<file path="src/rtl/branch_resolve_ctrl_pkg.sv">
// ---------------------------------------------------------------------------
// branch_resolve_ctrl_pkg
// Shared records, FSM encoding and helpers for the branch resolve controller.
// Revision: 1.0
// ---------------------------------------------------------------------------
`default_nettype none

package branch_resolve_ctrl_pkg;

   localparam logic [31:0] PC_INC = 32'd4;

   typedef struct packed {
      logic [31:0] pc;
      logic        taken;
      logic [31:0] target;
   } pred_rec_t;

   typedef struct packed {
      logic [31:0] pc;
      logic        taken;
      logic [31:0] target;
   } upd_rec_t;

   typedef enum logic [0:0] {
      RUN     = 1'b0,
      RECOVER = 1'b1
   } brc_state_t;

   function automatic logic [31:0] sat_inc(input logic [31:0] v);
      return (v == 32'hFFFF_FFFF) ? v : v + 32'd1;
   endfunction

endpackage

`default_nettype wire

</file>
<file path="src/rtl/branch_resolve_ctrl_fifo.sv">
// ---------------------------------------------------------------------------
// brc_fifo
// Synchronous FIFO with synchronous clear; DEPTH must be a power of 2, >= 2.
// Revision: 1.0
// ---------------------------------------------------------------------------
`default_nettype none

module brc_fifo #(
   parameter int WIDTH = 8,
   parameter int DEPTH = 4
) (
   input  logic             CLK,
   input  logic             RESET,
   input  logic             i_clear,
   input  logic             i_push,
   input  logic             i_pop,
   input  logic [WIDTH-1:0] i_din,
   output logic [WIDTH-1:0] o_dout,
   output logic             o_full,
   output logic             o_empty
);

   localparam int c_AW = $clog2(DEPTH);

   logic [c_AW:0]      r_wr_ptr;
   logic [c_AW:0]      r_rd_ptr;
   logic [WIDTH-1:0]   r_mem [DEPTH];
   logic               w_do_push;
   logic               w_do_pop;

   assign o_empty   = (r_wr_ptr == r_rd_ptr);
   assign o_full    = (r_wr_ptr[c_AW] != r_rd_ptr[c_AW]) &&
                      (r_wr_ptr[c_AW-1:0] == r_rd_ptr[c_AW-1:0]);
   assign w_do_pop  = i_pop && !o_empty;
   // A full FIFO still accepts a push when the head leaves in the same cycle.
   assign w_do_push = i_push && (!o_full || w_do_pop);
   assign o_dout    = r_mem[r_rd_ptr[c_AW-1:0]];

   always_ff @(posedge CLK or negedge RESET) begin
      if (!RESET) begin
         r_wr_ptr <= '0;
         r_rd_ptr <= '0;
         for (int i = 0; i < DEPTH; i++) begin
            r_mem[i] <= '0;
         end
      end else if (i_clear) begin
         r_wr_ptr <= '0;
         r_rd_ptr <= '0;
      end else begin
         if (w_do_push) begin
            r_mem[r_wr_ptr[c_AW-1:0]] <= i_din;
            r_wr_ptr                  <= r_wr_ptr + 1'b1;
         end
         if (w_do_pop) begin
            r_rd_ptr <= r_rd_ptr + 1'b1;
         end
      end
   end

endmodule

`default_nettype wire

</file>
<file path="src/rtl/branch_resolve_ctrl.sv">
// ---------------------------------------------------------------------------
// branch_resolve_ctrl
// Compares fetch predictions with decode outcomes, issues flush/redirect and
// queues predictor training updates. Optional: BRC_PERF_COUNTERS_EN.
// Revision: 1.0
// ---------------------------------------------------------------------------
`default_nettype none

module branch_resolve_ctrl
   import branch_resolve_ctrl_pkg::*;
#(
   parameter int DEPTH          = 4,
   parameter int RECOVER_CYCLES = 2,
   parameter int UBUF_DEPTH     = 2
) (
   input  logic        CLK,
   input  logic        RESET,
   input  logic        pred_valid,
   input  logic [31:0] pred_pc,
   input  logic        pred_taken,
   input  logic [31:0] pred_target,
   input  logic        id_valid,
   input  logic        id_freeze,
   input  logic [31:0] id_pc,
   input  logic        id_is_branch,
   input  logic        id_taken,
   input  logic [31:0] id_target,
   output logic        flush,
   output logic        redirect_valid,
   output logic [31:0] redirect_pc,
   output logic        upd_valid,
   input  logic        upd_ready,
   output logic [31:0] upd_pc,
   output logic [31:0] upd_target,
   output logic        upd_taken,
   output logic        stall,
   output logic        q_full,
   output logic        sync_err
`ifdef BRC_PERF_COUNTERS_EN
   ,
   output logic [31:0] perf_branches,
   output logic [31:0] perf_mispredicts,
   output logic [31:0] perf_recover_cycles
`endif
);

   localparam int c_CNT_W = (RECOVER_CYCLES > 0) ? $clog2(RECOVER_CYCLES + 1) : 1;

   brc_state_t          r_state;
   logic [c_CNT_W-1:0]  r_cnt;
   logic                r_flush;
   logic [31:0]         r_redirect_pc;
   logic                r_sync_err;

   pred_rec_t           w_pred_in;
   pred_rec_t           w_q_dout;
   pred_rec_t           w_head;
   logic                w_q_empty;
   logic                w_q_full;
   upd_rec_t            w_u_din;
   upd_rec_t            w_u_dout;
   logic                w_u_empty;
   logic                w_u_full;
   logic                w_push;
   logic                w_resolve;
   logic                w_pc_mismatch;
   logic                w_mispredict;
   logic [31:0]         w_redirect;

   assign w_push    = pred_valid && !w_q_full && (r_state == RUN);
   assign w_resolve = id_valid && !id_freeze && (r_state == RUN);

   assign w_pred_in = '{pc: pred_pc, taken: pred_taken, target: pred_target};
   // An empty queue resolves against a not-taken record at the decode PC.
   assign w_head    = w_q_empty ? '{pc: id_pc, taken: 1'b0, target: 32'd0} : w_q_dout;

   assign w_pc_mismatch = (w_head.pc != id_pc);
   assign w_mispredict  = w_resolve &&
                          (w_pc_mismatch ||
                           (id_is_branch && (w_head.taken != id_taken)) ||
                           (id_is_branch && id_taken && (w_head.target != id_target)) ||
                           (!id_is_branch && w_head.taken));
   assign w_redirect    = (id_taken && id_is_branch) ? id_target : id_pc + PC_INC;

   brc_fifo #(
      .WIDTH ($bits(pred_rec_t)),
      .DEPTH (DEPTH)
   ) u_pred_q (
      .CLK     (CLK),
      .RESET   (RESET),
      .i_clear (w_mispredict),
      .i_push  (w_push),
      .i_pop   (w_resolve),
      .i_din   (w_pred_in),
      .o_dout  (w_q_dout),
      .o_full  (w_q_full),
      .o_empty (w_q_empty)
   );

   assign w_u_din = '{pc: id_pc, taken: id_taken, target: id_target};

   brc_fifo #(
      .WIDTH ($bits(upd_rec_t)),
      .DEPTH (UBUF_DEPTH)
   ) u_upd_buf (
      .CLK     (CLK),
      .RESET   (RESET),
      .i_clear (1'b0),
      .i_push  (w_resolve && id_is_branch),
      .i_pop   (upd_valid && upd_ready),
      .i_din   (w_u_din),
      .o_dout  (w_u_dout),
      .o_full  (w_u_full),
      .o_empty (w_u_empty)
   );

   assign upd_valid      = !w_u_empty;
   assign upd_pc         = w_u_dout.pc;
   assign upd_taken      = w_u_dout.taken;
   assign upd_target     = w_u_dout.target;
   assign stall          = w_u_full && !upd_ready;
   assign q_full         = w_q_full;
   assign flush          = r_flush;
   assign redirect_valid = r_flush;
   assign redirect_pc    = r_redirect_pc;
   assign sync_err       = r_sync_err;

   always_ff @(posedge CLK or negedge RESET) begin
      if (!RESET) begin
         r_state       <= RUN;
         r_cnt         <= '0;
         r_flush       <= 1'b0;
         r_redirect_pc <= '0;
         r_sync_err    <= 1'b0;
      end else begin
         r_flush <= w_mispredict;
         if (w_mispredict) begin
            r_redirect_pc <= w_redirect;
         end
         if (w_resolve && w_pc_mismatch) begin
            r_sync_err <= 1'b1;
         end
         case (r_state)
            RUN: begin
               if (w_mispredict) begin
                  r_state <= RECOVER;
                  r_cnt   <= c_CNT_W'(RECOVER_CYCLES);
               end
            end
            RECOVER: begin
               // Leaving on the last count keeps RECOVER exactly RECOVER_CYCLES long.
               if (r_cnt <= c_CNT_W'(1)) begin
                  r_state <= RUN;
                  r_cnt   <= '0;
               end else begin
                  r_cnt <= r_cnt - c_CNT_W'(1);
               end
            end
            default: begin
               r_state <= RUN;
               r_cnt   <= '0;
            end
         endcase
      end
   end

`ifdef BRC_PERF_COUNTERS_EN
   logic [31:0] r_perf_branches;
   logic [31:0] r_perf_mispredicts;
   logic [31:0] r_perf_recover_cycles;

   always_ff @(posedge CLK or negedge RESET) begin
      if (!RESET) begin
         r_perf_branches       <= '0;
         r_perf_mispredicts    <= '0;
         r_perf_recover_cycles <= '0;
      end else begin
         if (w_resolve && id_is_branch) begin
            r_perf_branches <= sat_inc(r_perf_branches);
         end
         if (w_mispredict) begin
            r_perf_mispredicts <= sat_inc(r_perf_mispredicts);
         end
         if (r_state == RECOVER) begin
            r_perf_recover_cycles <= sat_inc(r_perf_recover_cycles);
         end
      end
   end

   assign perf_branches       = r_perf_branches;
   assign perf_mispredicts    = r_perf_mispredicts;
   assign perf_recover_cycles = r_perf_recover_cycles;
`endif

endmodule

`default_nettype wire

</file>
<file path="config.mk">
export PLATFORM = sky130hd
export DESIGN_NAME = branch_resolve_ctrl
export DESIGN_NICKNAME = d
export VERILOG_FILES = /design/src/rtl/branch_resolve_ctrl_pkg.sv /design/src/rtl/branch_resolve_ctrl_fifo.sv /design/src/rtl/branch_resolve_ctrl.sv
export SDC_FILE = /design/constraint.sdc
export NUM_CORES = 1
export LEC_CHECK = 0
export CAP_MARGIN = 20
export CORE_ASPECT_RATIO = 0.6
export CORE_MARGIN = 4
export CORE_UTILIZATION = 50
export CTS_CLUSTER_SIZE = 12
export DETAILED_ROUTE_END_ITERATION = 10
export GPL_ROUTABILITY_DRIVEN = 0
export GPL_TIMING_DRIVEN = 0
export HOLD_SLACK_MARGIN = 0.15
export PLACE_DENSITY_LB_ADDON = 0.15
export SETUP_SLACK_MARGIN = 0.05
export SYNTH_ARGS = -nofsm -noshare
export SYNTH_HDL_FRONTEND = slang
export SYNTH_HIERARCHICAL = 1
export SYNTH_SLANG_ARGS = --single-unit
</file>
<file path="constraint.sdc">
create_clock -name CLK -period 5.94 [get_ports CLK]
set_clock_uncertainty 0.15 [all_clocks]
set_input_delay 1.188 -clock CLK [delete_from_list [all_inputs] [get_ports CLK]]
set_output_delay 1.188 -clock CLK [all_outputs]
set_load 0.02 [all_outputs]
</file>
==> impl_metrics.json <==
{
  "slowest_stage": "clkbuf_1",
  "dieWidth_um": 274.9,
  "cts_buffers": 44,
  "p_leak_nw": 11.02,
  "status": "finished clean",
  "fmax_mhz": 179.8,
  "yosysSeqAreaShare": 0.5118,
  "crit_path_end_kind": "flop",
  "initialDrtViolationCount": 1076,
  "worstSkewPairLatency_ps": 550,
  "postCtsHoldBufs": 0,
  "cp_max_fo": 11,
  "ys_top_cells_by_area": "dfrtp_1 51%, mux2_2 11%, mux2_1 11%",
  "synth_most_common_cell": "dfrtp_1",
  "crit_family": "buffers and inverters",
  "avgSynthCellArea_um2": 14.56,
  "vias": 13610,
  "rsz0062_at_grt": "false",
  "cts_tree": "yes",
  "whs_endpoint": "u_upd_buf/r_mem[113]",
  "grt_max_degree": 124,
  "detail_route.wl_per_cell_um": 25.08,
  "critPathMostFrequentCell": "buf_6",
  "setup_viol": 0,
  "finalMaxSlewViolations": 0,
  "yosys_warnings": 6,
  "first_pass_iters": 5,
  "layout.nets": 1907,
  "finalCritPeriodShare": 0.9363,
  "synth.distinct_cells": 53,
  "utilization": 0.6160,
  "ys_top_cells_by_count": "437 x dfrtp_1, 211 x mux2_2, 210 x mux2_1",
  "pwr-share-seq": 0.370,
  "cts_root_buf": "clkbuf_16",
  "place_ws_ps": 225.6,
  "cts-htree-levels": 2,
  "hold_viol_final": 0,
  "grt_pass1_vias": 14170,
  "via_per_inst": 5.775,
  "min_path_type": "reg2reg",
  "fin_ws_ps": 378.4,
  "place_hpwl_um": 43950,
  "crit_arrival_ps": 5840,
  "grt_use_total": 0.2551,
  "area_delta_synth_final_pct": 21.14,
  "drt_drc_violations_left": 0,
  "min_period_ps": 5562,
  "clkSlewWorstSetupHoldPaths_ps": 60,
  "syn-instance-count": 1467,
  "cp.required_ps": 6220,
  "core_area_um2": 42020,
  "hold_start": "u_upd_buf/r_mem[113]",
  "synth_edf_count": 0,
  "drive_gt1_frac": 0.2679,
  "slowest_delay_ps": 590,
  "swShare": 0.3457,
  "placed_area_um2": 24590,
  "wl_um": 59100,
  "max-vdd-ir-drop_v": 0.0002623,
  "dieArea_um2": 46210,
  "p_sw_w": 0.004633,
  "timing_worst_setup_path_type": "reg2reg",
  "cts_buffer_depth": 3,
  "synth_top_area_frac": 0.5118,
  "die_y_um": 168.1,
  "worst_slew_pin_slew_ps": 895.1,
  "async_reset_ff_frac": 1.000,
  "rows": 58,
  "crit_buf_inv": 7,
  "fin_tns_setup_ps": 0,
  "holdWs_ps": 336.9,
  "synth_top_area_cell": "dfrtp_1",
  "design_area_um2": 25880,
  "ys_seq_elements": 437,
  "max-cap-violations": 0,
  "initial_utilization": 0.5085,
  "r2r_cells": 16,
  "power_frac_comb": 0.439,
  "power_per_cell_area_nw_per_um2": 517.8,
  "grt_pass1_wl_um": 89170,
  "r2r-start": "u_pred_q/r_rd_ptr[1]",
  "whs_path_depth": 1,
  "pin_count": 240,
  "crit_chain": "buf_2 > buf_1 > clkbuf_1 > mux4_2 > xnor2_1 > nand4_1 > nor4_1 > a21oi_1 > a2bb2oi_2 > buf_6 > inv_1 > and3b_1 > o41ai_2 > buf_4 > buf_6 > mux2_1",
  "clock-sinks": 437,
  "synth_flop_cell": "dfrtp_1",
  "clock_power_share": 0.192,
  "antenna_found_initial": 1,
  "rrSetupSlack_ps": 380,
  "critPathLaunchType": "flop",
  "r2r-end": "u_pred_q/r_mem[128]",
  "io_buffers": 239,
  "netlist_area_um2": 21370,
  "internal-power_w": 0.008770,
  "final_antenna_net_count": 0,
  "relSlewSlack": 0.4033,
  "grt-ovfl-total": 0
}
## power by group through the flow
stage | sequential, W | clock, W | combinational, W
floorplan | 0.00489 | 0 | 0.00376
global placement | 0.00492 | 0 | 0.00570
detailed placement | 0.00499 | 0 | 0.00586
CTS | 0.00495 | 0.00264 | 0.00588
global route | 0.00509 | 0.00277 | 0.00625
finish | 0.00496 | 0.00257 | 0.00588
## worst max-delay path by stage
stage,from,endpoint,slack [ps],depth (start not counted)
floorplan,u_pred_q/r_rd_ptr[0],u_pred_q/r_mem[144],1600,16
global placement,RESET,u_pred_q/r_mem[104],-15330,1
detailed placement,u_pred_q/r_rd_ptr[1],u_pred_q/r_mem[128],230,16
CTS,u_pred_q/r_rd_ptr[1],u_pred_q/r_mem[128],200,16
global route,u_pred_q/r_rd_ptr[0],u_pred_q/r_mem[121],100,16
finish,u_pred_q/r_rd_ptr[1],u_pred_q/r_mem[128],380,16
## cells by family (layout without fill, tap and decap cells)
logic type	after synthesis	after routing	synth area share
mux	558	558	0.3405
flops	437	437	0.5118
simple gates	189	189	0.04860
compound gates	99	99	0.02881
buf+inv	91	400	0.02992
xor+xnor	86	86	0.03666
fa+ha+maj	6	6	0.003513
other cells	1	11	0.0001755
## state kept, by name, indices dropped and copies added (netlist names)
signal / count
u_pred_q/r_wr_ptr: 3
u_upd_buf/r_mem: 130
redirect_pc: 32
u_pred_q/r_rd_ptr: 3
u_pred_q/r_mem: 260
u_upd_buf/r_rd_ptr: 2
r_state: 1
u_upd_buf/r_wr_ptr: 2
r_cnt: 2
flush: 1
sync_err: 1
## placed cells by master (no fill, tap or decap), types with 4 or more instances in the layout
cell	count
nand4_1	17
and3b_1	4
o21ai_0	62
inv_1	7
buf_6	34
nor2_1	47
a21oi_1	4
mux2_4	70
mux4_2	65
and3_1	8
buf_1	10
ha_1	6
buf_4	6
nand2_1	54
nor4bb_1	6
mux2_2	211
clkbuf_8	6
nand2b_1	5
nand3_1	16
clkbuf_1	26
clkdlybuf4s50_1	238
xnor2_1	56
nor2b_1	5
a31oi_1	16
o41ai_2	4
dfrtp_1	437
buf_2	15
clkbuf_16	45
xor2_1	26
conb_1	9
and4bb_1	11
mux2_1	210
## per-stage QoR
stage | power [W] | std cells
2_1_floorplan | 0.008650 | 1475
3_3_place_gp | 0.01063 | 2284
3_5_place_dp | 0.01085 | 2287
4_1_cts | 0.01346 | 2353
5_1_grt | 0.01411 | 2354
6_report | 0.01340 | 2356
## metal layers
layer  share of wire  global-route usage  vias to the layer above
met5         0.00012                   0                        -
met4           0.012             0.03692                        2
met3           0.067             0.04444                       62
met2            0.45              0.3846                      431
met1            0.48              0.3983                     7169
li1                -                   -                     5943
## timing repair
action                     4_1_cts  5_1_grt
setup endpoints to repair        0      200
resized for setup                0        2
setup buffers                    0        0
## cell type report
cell class                 count  area, um^2
clock inverter                 5       32.53
clock buffer                  61        1246
fill                        3153       16130
tap                          570       713.2
multi-input combinational    947        9822
inverter                       7       26.28
buffer                        84       615.6
timing repair buffer         243        2487
sequential                   437       10940
antenna                        2       5.005
## worst reg2reg max path, cell delays in order (launching register included)
cell and delay [ps]:
dfrtp_1 350, buf_2 190, buf_1 520, clkbuf_1 600, mux4_2 470, xnor2_1 160, nand4_1 130, nor4_1 510
a21oi_1 190, a2bb2oi_2 570, buf_6 290, inv_1 180, and3b_1 290, o41ai_2 100, buf_4 240, buf_6 180
mux2_1 330
Power figures use the tool's default switching activity.
